### src/rtl/tinyqv_mem_arbiter_if.sv
// Bundle of the data-path, fetch and memory-controller signals around tinyqv_mem_arbiter.
// The slave modport is the arbiter's view; master is the surrounding core/memory environment.
interface tinyqv_mem_arbiter_if;
  logic        d_valid;
  logic        d_write;
  logic [23:0] d_addr;
  logic [3:0]  d_len;
  logic        d_ready;
  logic [3:0]  d_wdata;
  logic        d_wreq;
  logic        d_rvalid;
  logic        f_valid;
  logic [23:0] f_addr;
  logic [3:0]  f_len;
  logic        f_ready;
  logic        f_abort;
  logic        f_rvalid;
  logic [3:0]  rdata;
  logic        mem_start;
  logic        mem_write;
  logic [23:0] mem_addr;
  logic [3:0]  mem_len;
  logic [3:0]  mem_rdata;
  logic        mem_rvalid;
  logic [3:0]  mem_wdata;
  logic        mem_wready;
  logic        mem_stop;
  logic        mem_done;

  modport slave (
    input  d_valid, d_write, d_addr, d_len, d_wdata,
    input  f_valid, f_addr, f_len, f_abort,
    input  mem_rdata, mem_rvalid, mem_wready, mem_done,
    output d_ready, d_wreq, d_rvalid, f_ready, f_rvalid, rdata,
    output mem_start, mem_write, mem_addr, mem_len, mem_wdata, mem_stop
  );

  modport master (
    output d_valid, d_write, d_addr, d_len, d_wdata,
    output f_valid, f_addr, f_len, f_abort,
    output mem_rdata, mem_rvalid, mem_wready, mem_done,
    input  d_ready, d_wreq, d_rvalid, f_ready, f_rvalid, rdata,
    input  mem_start, mem_write, mem_addr, mem_len, mem_wdata, mem_stop
  );
endinterface

### src/rtl/tinyqv_mem_arbiter.sv
// Shares the nibble-serial memory port between data (requester 0) and fetch (requester 1).
// Define TINYQV_ARB_FAIRNESS_EN to let a starved fetch win after STARVE_MAX data grants.
module tinyqv_mem_arbiter #(
  parameter int STARVE_MAX = 3
) (
  input logic               clk,
  input logic               rstn,
  tinyqv_mem_arbiter_if.slave bus
);
  typedef enum logic [1:0] {IDLE, START, XFER} state_t;

  state_t      state_reg, state_next;
  logic        owner_reg;
  logic        mem_write_reg;
  logic [23:0] mem_addr_reg;
  logic [3:0]  mem_len_reg;
  logic [3:0]  remaining_reg;
  logic        exhausted_reg;

  logic fetch_wins;
  logic grant_d, grant_f;
  logic abort_hit;
  logic take_nibble, take_wdata;
  logic start_pulse;
  logic d_rvalid_c, f_rvalid_c, d_wreq_c;

`ifdef TINYQV_ARB_FAIRNESS_EN
  localparam int SW = (STARVE_MAX < 1) ? 1 : $clog2(STARVE_MAX + 1);
  logic [SW-1:0] starve_cnt_reg;

  always_ff @(posedge clk) begin
    if (!rstn)
      starve_cnt_reg <= '0;
    else if (grant_f)
      starve_cnt_reg <= '0;
    else if (grant_d && bus.f_valid && starve_cnt_reg != SW'(STARVE_MAX))
      starve_cnt_reg <= starve_cnt_reg + 1'b1;
  end

  assign fetch_wins = bus.f_valid && (starve_cnt_reg == SW'(STARVE_MAX));
`else
  // Strict data priority; STARVE_MAX only matters in the fairness build.
  assign fetch_wins = 1'b0 && (STARVE_MAX < 0);
`endif

  always_comb begin
    state_next  = state_reg;
    grant_d     = 1'b0;
    grant_f     = 1'b0;
    start_pulse = 1'b0;
    take_nibble = 1'b0;
    take_wdata  = 1'b0;
    d_rvalid_c  = 1'b0;
    f_rvalid_c  = 1'b0;
    d_wreq_c    = 1'b0;
    abort_hit   = owner_reg && bus.f_abort && (state_reg != IDLE);

    case (state_reg)
      IDLE: begin
        if (rstn) begin
          if (bus.d_valid && !fetch_wins)
            grant_d = 1'b1;
          else if (bus.f_valid)
            grant_f = 1'b1;
        end
        if (grant_d || grant_f)
          state_next = START;
      end
      START: begin
        start_pulse = !abort_hit;
        state_next  = abort_hit ? IDLE : XFER;
      end
      XFER: begin
        // Once the requested length is used up, extra beats are swallowed silently.
        if (mem_write_reg) begin
          take_wdata = bus.mem_wready && !exhausted_reg;
          d_wreq_c   = take_wdata;
        end else begin
          take_nibble = bus.mem_rvalid && !exhausted_reg && !abort_hit;
          d_rvalid_c  = take_nibble && !owner_reg;
          f_rvalid_c  = take_nibble && owner_reg;
        end
        if (abort_hit || bus.mem_done)
          state_next = IDLE;
      end
      default: state_next = IDLE;
    endcase
  end

  always_ff @(posedge clk) begin
    if (!rstn) begin
      state_reg     <= IDLE;
      owner_reg     <= 1'b0;
      mem_write_reg <= 1'b0;
      mem_addr_reg  <= '0;
      mem_len_reg   <= '0;
      remaining_reg <= '0;
      exhausted_reg <= 1'b0;
    end else begin
      state_reg <= state_next;
      if (grant_d) begin
        owner_reg     <= 1'b0;
        mem_write_reg <= bus.d_write;
        mem_addr_reg  <= bus.d_addr;
        mem_len_reg   <= bus.d_len;
      end else if (grant_f) begin
        owner_reg     <= 1'b1;
        mem_write_reg <= 1'b0;
        mem_addr_reg  <= bus.f_addr;
        mem_len_reg   <= bus.f_len;
      end
      if (state_reg == START) begin
        remaining_reg <= mem_len_reg;
        exhausted_reg <= 1'b0;
      end else if (take_nibble || take_wdata) begin
        if (remaining_reg == 4'd0)
          exhausted_reg <= 1'b1;
        else
          remaining_reg <= remaining_reg - 4'd1;
      end
    end
  end

  assign bus.d_ready   = grant_d;
  assign bus.f_ready   = grant_f;
  assign bus.d_rvalid  = d_rvalid_c;
  assign bus.f_rvalid  = f_rvalid_c;
  assign bus.d_wreq    = d_wreq_c;
  assign bus.rdata     = bus.mem_rdata;
  assign bus.mem_wdata = bus.d_wdata;
  assign bus.mem_start = start_pulse;
  assign bus.mem_stop  = abort_hit;
  assign bus.mem_write = mem_write_reg;
  assign bus.mem_addr  = mem_addr_reg;
  assign bus.mem_len   = mem_len_reg;
endmodule

### src/flat_wrapper.sv
// flat-port wrapper written by rule: the top's interface ports become plain ports
module tinyqv_mem_arbiter_flat 
#(
  parameter int STARVE_MAX = 3
)
  (clk, rstn, bus_d_valid, bus_d_write, bus_d_addr, bus_d_len, bus_d_wdata, bus_f_valid, bus_f_addr, bus_f_len, bus_f_abort, bus_mem_rdata, bus_mem_rvalid, bus_mem_wready, bus_mem_done, bus_d_ready, bus_d_wreq, bus_d_rvalid, bus_f_ready, bus_f_rvalid, bus_rdata, bus_mem_start, bus_mem_write, bus_mem_addr, bus_mem_len, bus_mem_wdata, bus_mem_stop);
  tinyqv_mem_arbiter_if bus_i ();
  input logic clk;
  input logic rstn;
  input wire logic [$bits(bus_i.d_valid)-1:0] bus_d_valid;
  input wire logic [$bits(bus_i.d_write)-1:0] bus_d_write;
  input wire logic [$bits(bus_i.d_addr)-1:0] bus_d_addr;
  input wire logic [$bits(bus_i.d_len)-1:0] bus_d_len;
  input wire logic [$bits(bus_i.d_wdata)-1:0] bus_d_wdata;
  input wire logic [$bits(bus_i.f_valid)-1:0] bus_f_valid;
  input wire logic [$bits(bus_i.f_addr)-1:0] bus_f_addr;
  input wire logic [$bits(bus_i.f_len)-1:0] bus_f_len;
  input wire logic [$bits(bus_i.f_abort)-1:0] bus_f_abort;
  input wire logic [$bits(bus_i.mem_rdata)-1:0] bus_mem_rdata;
  input wire logic [$bits(bus_i.mem_rvalid)-1:0] bus_mem_rvalid;
  input wire logic [$bits(bus_i.mem_wready)-1:0] bus_mem_wready;
  input wire logic [$bits(bus_i.mem_done)-1:0] bus_mem_done;
  output wire logic [$bits(bus_i.d_ready)-1:0] bus_d_ready;
  output wire logic [$bits(bus_i.d_wreq)-1:0] bus_d_wreq;
  output wire logic [$bits(bus_i.d_rvalid)-1:0] bus_d_rvalid;
  output wire logic [$bits(bus_i.f_ready)-1:0] bus_f_ready;
  output wire logic [$bits(bus_i.f_rvalid)-1:0] bus_f_rvalid;
  output wire logic [$bits(bus_i.rdata)-1:0] bus_rdata;
  output wire logic [$bits(bus_i.mem_start)-1:0] bus_mem_start;
  output wire logic [$bits(bus_i.mem_write)-1:0] bus_mem_write;
  output wire logic [$bits(bus_i.mem_addr)-1:0] bus_mem_addr;
  output wire logic [$bits(bus_i.mem_len)-1:0] bus_mem_len;
  output wire logic [$bits(bus_i.mem_wdata)-1:0] bus_mem_wdata;
  output wire logic [$bits(bus_i.mem_stop)-1:0] bus_mem_stop;
  assign bus_i.d_valid = bus_d_valid;
  assign bus_i.d_write = bus_d_write;
  assign bus_i.d_addr = bus_d_addr;
  assign bus_i.d_len = bus_d_len;
  assign bus_i.d_wdata = bus_d_wdata;
  assign bus_i.f_valid = bus_f_valid;
  assign bus_i.f_addr = bus_f_addr;
  assign bus_i.f_len = bus_f_len;
  assign bus_i.f_abort = bus_f_abort;
  assign bus_i.mem_rdata = bus_mem_rdata;
  assign bus_i.mem_rvalid = bus_mem_rvalid;
  assign bus_i.mem_wready = bus_mem_wready;
  assign bus_i.mem_done = bus_mem_done;
  assign bus_d_ready = bus_i.d_ready;
  assign bus_d_wreq = bus_i.d_wreq;
  assign bus_d_rvalid = bus_i.d_rvalid;
  assign bus_f_ready = bus_i.f_ready;
  assign bus_f_rvalid = bus_i.f_rvalid;
  assign bus_rdata = bus_i.rdata;
  assign bus_mem_start = bus_i.mem_start;
  assign bus_mem_write = bus_i.mem_write;
  assign bus_mem_addr = bus_i.mem_addr;
  assign bus_mem_len = bus_i.mem_len;
  assign bus_mem_wdata = bus_i.mem_wdata;
  assign bus_mem_stop = bus_i.mem_stop;
  tinyqv_mem_arbiter #(.STARVE_MAX(STARVE_MAX)) u_core (.clk(clk), .rstn(rstn), .bus(bus_i));
endmodule
### config.mk
export PLATFORM = sky130hd
export DESIGN_NAME = tinyqv_mem_arbiter_flat
export DESIGN_NICKNAME = d
export VERILOG_FILES = /design/src/rtl/tinyqv_mem_arbiter_if.sv /design/src/rtl/tinyqv_mem_arbiter.sv /design/src/flat_wrapper.sv
export SDC_FILE = /design/constraint.sdc
export NUM_CORES = 1
export LEC_CHECK = 0
export ABC_AREA = 1
export CORE_ASPECT_RATIO = 1.5
export CORE_MARGIN = 1
export CORE_UTILIZATION = 37
export CTS_BUF_LIST = sky130_fd_sc_hd__clkbuf_4
export CTS_CLUSTER_SIZE = 16
export DETAILED_ROUTE_END_ITERATION = 8
export PLACE_DENSITY = 0.82
export SLEW_MARGIN = 20
export SYNTH_ARGS = -nofsm -noshare
export SYNTH_HDL_FRONTEND = slang
export SYNTH_SLANG_ARGS = --single-unit
export TNS_END_PERCENT = 50
### constraint.sdc
create_clock -name clk -period 1.44 [get_ports clk]
set_input_delay 0.216 -clock clk [delete_from_list [all_inputs] [get_ports clk]]
set_output_delay 0.216 -clock clk [all_outputs]
set_load 0.1 [all_outputs]
==> impl_metrics.json, run 1 <==
{
  "outcome": "finished, violations left",
  "violations": "setup timing",
  "die_y_um": 87.6,
  "ios": 117,
  "ys_seq_elements": 37,
  "die-area_um2": 5170,
  "place_congestion": 0.845,
  "core-area_um2": 4620,
  "yosys_warnings": 0,
  "fin_nets": 444,
  "worstSetupPathType": "flip-flop to output pin",
  "postRouteAntennaNets": 0,
  "crit_fanout": 4,
  "switching_share_pct": 42.2,
  "drt_first_iter_violations": 115,
  "holdWs_ns": 0.404,
  "setup-violations-final": 7,
  "drt-wirelength-per-cell_um": 14.5,
  "power_density_nw_per_um2": 1010,
  "slowest_delay_ns": 0.37,
  "clk_latency_ns": 0.34,
  "fmax_ghz": 0.644,
  "irDropWorstVdd_mv": 0.680,
  "postCtsHoldBufs": 0,
  "root_buffer": "clkbuf_4",
  "worst_hold_path_type": "primary input to flip-flop",
  "area_growth_pct": 102,
  "grt_usage_pct": 23.0,
  "max-cap-violations": 0,
  "drtPass1Iterations": 5,
  "grt_pass1_vias": 2084,
  "drive_above_1_share_pct": 29.5,
  "overflow": 0,
  "rows": 30,
  "ff_latch_area_um2": 753,
  "fin_crit_ns": 1.55,
  "drv_slew": 0,
  "cts_buffer_depth": 2,
  "grt_max_degree": 37,
  "initial_utilization_pct": 39.1,
  "cp.required_ns": 1.22,
  "synth_area_um2": 1810,
  "crit_chain": "nor2_4 -> buf_6 -> nand2_4 -> inv_4 -> buf_12",
  "clkSlewWorstSetupHoldPaths_ns": 0.11,
  "leakagePower_nw": 1.52,
  "nFillCells": 312,
  "synth_nets": 328,
  "final_common_cell": "nand2_1",
  "cts.sinks": 37,
  "syn_area_per_cell_um2": 7.14,
  "numPortBuffers": 100,
  "synth_seq_area_share_pct": 41.0,
  "cp-end-kind": "output pin",
  "cp.arrival_ns": 1.34,
  "grt_pass1_wl_um": 9120,
  "syn_inst": 253,
  "die_w_um": 59.0,
  "relSlewSlack_pct": 84.5,
  "power.internal_w": 0.00213,
  "vias": 2199,
  "final_cell_mix": "nand2_1, clkdlybuf4s50_1, buf_12, dfxtp_1, a31oi_1",
  "p_sw_w": 0.00156,
  "drc": 0,
  "setup_ws_ns": -0.113,
  "finalHoldViolations": 0,
  "ys_types": 25,
  "cts_made_buffers": 5,
  "combinationalPowerShare_pct": 50.8,
  "startpoint_type": "flip-flop",
  "crit_slowest_cell": "dfxtp_4",
  "rsz0062_at_grt": "true",
  "cts_tree": "done",
  "largest_register_ffs": 24,
  "h-tree-depth": 2,
  "finClkSkew_ns": 0.00471,
  "multi_input_area_um2": 966,
  "final_util_pct": 79.1,
  "hpwl_um": 4160,
  "n_antenna_cell": 0,
  "viasPerCell": 5.07,
  "power_frac_seq_pct": 33.9,
  "p_clk_share_pct": 15.3,
  "antenna_found_initial": 0,
  "routed_wl_um": 6280,
  "tightest_slew_ns": 0.233,
  "fin_crit_sh_pct": 108
}
metrics by stage:
step / power (W) / setup TNS (ns) / cells / cell area [um^2] / setup WS, ns
floorplan: 0.00234 / -0.650 / 253 / 1840 / -0.115
global placement: 0.00292 / -4.62 / 407 / 3260 / -0.157
detailed placement: 0.00295 / -6.19 / 407 / 3260 / -0.225
CTS: 0.00354 / -0.537 / 423 / 3410 / -0.118
global route: 0.00383 / -0.931 / 434 / 3650 / -0.168
finish: 0.00368 / -0.560 / 434 / 3650 / -0.113
worst max-delay path, delay by kind of cell, from the launching register on:
kind	cells	cell delay [ns]
DFF	1	0.37
buffers and inverters	3	0.37
and+or+nand+nor	2	0.25
area by class of cell:
cell class / count / area share, %
Clock inverter: 1 / 0.103
Clock buffer: 7 / 1.44
Multi-Input combinational cell: 176 / 26.5
Timing Repair Buffer: 132 / 47.1
Inverter: 17 / 2.12
Tap cell: 64 / 2.19
Sequential cell: 37 / 20.6
logic make-up (layout without fill, tap and decap cells):
| family | count (synthesis) | in the layout | share of synthesized area, % |
|---|---|---|---|
| flip-flops | 37 | 37 | 41.0 |
| AO/OA/AOI/OAI | 67 | 67 | 21.4 |
| buffers and inverters | 40 | 157 | 12.2 |
| adder cells (fa/ha/maj) | 2 | 2 | 1.39 |
| AND/OR/NAND/NOR | 106 | 106 | 23.5 |
| XOR/XNOR | 1 | 1 | 0.485 |
timing repair:
item	CTS	global route
pin swaps	6	3
cloned	0	5
gates resized for setup	16	45
setup endpoints to repair	7	38
buffers inserted	9	6
synth_stat cells:
cell type	n	share of area, %
a211oi_1	1	0.42
a21oi_1	7	1.9
a31oi_1	27	9.4
a31oi_2	1	0.69
buf_1	2	0.42
buf_12	1	1.1
buf_2	7	1.9
buf_4	10	4.2
buf_6	1	0.62
clkbuf_1	2	0.42
dfxtp_1	37	41
ha_1	2	1.4
inv_1	16	3.3
inv_2	1	0.21
nand2_1	83	17
nand2_2	2	0.69
nand3_1	6	1.7
nand3_2	1	0.55
nand4_1	1	0.35
nor2_1	11	2.3
nor2_2	2	0.69
o2111ai_1	1	0.49
o21ai_0	29	8.0
o21ai_2	1	0.49
xor2_1	1	0.49
power groups by stage:
stage          sequential (W)  clock [W]  combinational (W)
2_1_floorplan         0.00181          0           0.000527
3_3_place_gp          0.00126          0            0.00167
3_5_place_dp          0.00126          0            0.00169
4_1_cts               0.00124   0.000571            0.00173
5_1_grt               0.00126   0.000606            0.00196
6_report              0.00125   0.000563            0.00187
worst paths after layout:
path                                        startpoint                                    to  slack, ns  cells after the start
hold reg to reg   u_core.remaining_reg[1]$_SDFFE_PN0P_  u_core.remaining_reg[1]$_SDFFE_PN0P_       0.50                      2
setup / recovery      u_core.state_reg[1]$_SDFFE_PN0P_                           bus_f_ready      -0.11                      5
hold / removal                                    rstn   u_core.bus.mem_addr[6]$_SDFFE_PN0P_       0.40                      4
setup reg to reg      u_core.state_reg[1]$_SDFFE_PN0P_  u_core.bus.mem_addr[22]$_SDFFE_PN0P_       0.06                      7
metal layers:
layer,global-route usage [%],share of wire (%)
met1,25.4,35
met4,12.3,4.3
met2,40.8,55
met3,3.99,4.9
met5,0,0
(Power assumes the default switching activity.)
==> inputs of run 2 (changes only) <==
SKIP_CTS_REPAIR_TIMING = 1   (was default)
==> impl_metrics.json, run 2 (same netlist as run 1, synthesis figures left out) <==
{
  "outcome": "finished, violations left",
  "violations": "setup timing",
  "overflow": 0,
  "area_growth_pct": 91.8,
  "leakagePower_nw": 1.44,
  "relSlewSlack_pct": 85.2,
  "viasPerCell": 4.97,
  "crit_slowest_cell": "dfxtp_4",
  "cp.required_ns": 1.22,
  "power_density_nw_per_um2": 1030,
  "max-cap-violations": 0,
  "initial_utilization_pct": 39.1,
  "fin_crit_ns": 1.59,
  "h-tree-depth": 2,
  "tightest_slew_ns": 0.222,
  "finalInstanceArea_um2": 3460,
  "drt-wirelength-per-cell_um": 13.3,
  "cts_tree": "done",
  "drv_slew": 0,
  "hpwl_um": 4160,
  "finClkSkew_ns": 0.00298,
  "cts.sinks": 37,
  "rsz0062_at_grt": "true",
  "die-area_um2": 5170,
  "final_common_cell": "nand2_1",
  "setup-violations-final": 7,
  "cts_made_buffers": 5,
  "worst_hold_path_type": "primary input to flip-flop",
  "wl_met2_um": 3150,
  "drc": 0,
  "vias": 2099,
  "ios": 117,
  "irDropWorstVdd_mv": 0.671,
  "placed_area_um2": 3260,
  "grt_pass1_wl_um": 8670,
  "crit_fanout": 5,
  "root_buffer": "clkbuf_4",
  "setup_ws_ns": -0.146,
  "clk_latency_ns": 0.33,
  "drive_above_1_share_pct": 25.1,
  "fmax_ghz": 0.631,
  "worstSetupPathType": "flip-flop to output pin",
  "routed_wl_um": 5590,
  "grt_usage_pct": 21.8,
  "dr_wl_met3_um": 262,
  "rows": 30,
  "cp.arrival_ns": 1.37,
  "largest_register_ffs": 24,
  "fin_crit_sh_pct": 110,
  "slowest_delay_ns": 0.38,
  "startpoint_type": "flip-flop",
  "holdWs_ns": 0.412,
  "top_layer": "met4",
  "cp-end-kind": "output pin",
  "die_w_um": 59.0,
  "drtPass1Iterations": 5,
  "core-area_um2": 4620,
  "grt_max_degree": 37,
  "final_util_pct": 75.0,
  "drt_first_iter_violations": 107,
  "critPathMostFrequentCell": "buf_12",
  "postRouteAntennaNets": 0,
  "antenna_found_initial": 0,
  "place_congestion": 0.845,
  "cts_buffer_depth": 2,
  "wl_met1_um": 1970,
  "grt_pass1_vias": 1999,
  "crit_chain": "nor2_4 -> nand3_4 -> inv_4 -> buf_12 -> buf_12",
  "clkSlewWorstSetupHoldPaths_ns": 0.11,
  "numPortBuffers": 100,
  "n_antenna_cell": 0,
  "die_y_um": 87.6,
  "final_cell_mix": "nand2_1, clkdlybuf4s50_1, buf_12, dfxtp_1",
  "fin_nets": 432,
  "pre_cts_ws_ns": -0.225,
  "finalHoldViolations": 0
}
==> run 2: cell types whose count changed in the layout (fill, tap and decap cells not counted), moves of 2 or more <==
cell / delta
nor2_2: +2
o21ai_1: -17
buf_6: -5
o21ai_2: -4
nand3_4: -2
buf_4: -6
nor2_4: -2
clkbuf_16: -2
o21ai_0: +21
inv_1: +2
==> run 2: power breakdown <==
part / switching (W) / internal [W]
registers: 0.000114 / 0.00113
clock network: 0.000335 / 0.000226
logic: 0.00105 / 0.000711
total: 0.00150 / 0.00206
==> run 2: per-layer routing <==
layer / vias up / global-route usage, %
li1: 1039 / -
met1: 965 / 24.2
met2: 79 / 38.6
met3: 16 / 3.99
met4: 0 / 11.5
met5: - / 0
==> run 2: area by class of cell <==
cell class	instances	area (um^2)
Tap cell	64	80.1
Sequential cell	37	753
Multi-Input combinational cell	176	916
Clock inverter	1	3.75
Clock buffer	7	52.6
Timing Repair Buffer	120	1590
Fill cell	349	1150
Inverter	17	70.1
==> run 2: path summary, 6_finish.rpt <==
kind / to / slack (ns) / cells after the start / start
setup / recovery: bus_d_ready / -0.15 / 5 / u_core.state_reg[0]$_SDFFE_PN0P_
hold / removal: u_core.bus.mem_addr[11]$_SDFFE_PN0P_ / 0.41 / 4 / rstn
hold reg to reg: u_core.remaining_reg[0]$_SDFFE_PN0P_ / 0.50 / 2 / u_core.remaining_reg[0]$_SDFFE_PN0P_
setup reg to reg: u_core.bus.mem_len[1]$_SDFFE_PN0P_ / 0.03 / 7 / u_core.state_reg[0]$_SDFFE_PN0P_
==> run 2: per-stage QoR <==
stage	std cells	power, W	TNS (ns)
3_5_place_dp	407	0.00295	-6.19
4_1_cts	415	0.00350	-1.29
3_3_place_gp	407	0.00292	-4.62
2_1_floorplan	253	0.00234	-0.650
5_1_grt	422	0.00371	-1.50
6_report	422	0.00356	-0.680
==> run 2: worst max-delay path, delay by kind of cell, from the launching register on <==
kind	cells	cell delay, ns
buf+inv	3	0.36
flops	1	0.38
simple gates	2	0.30
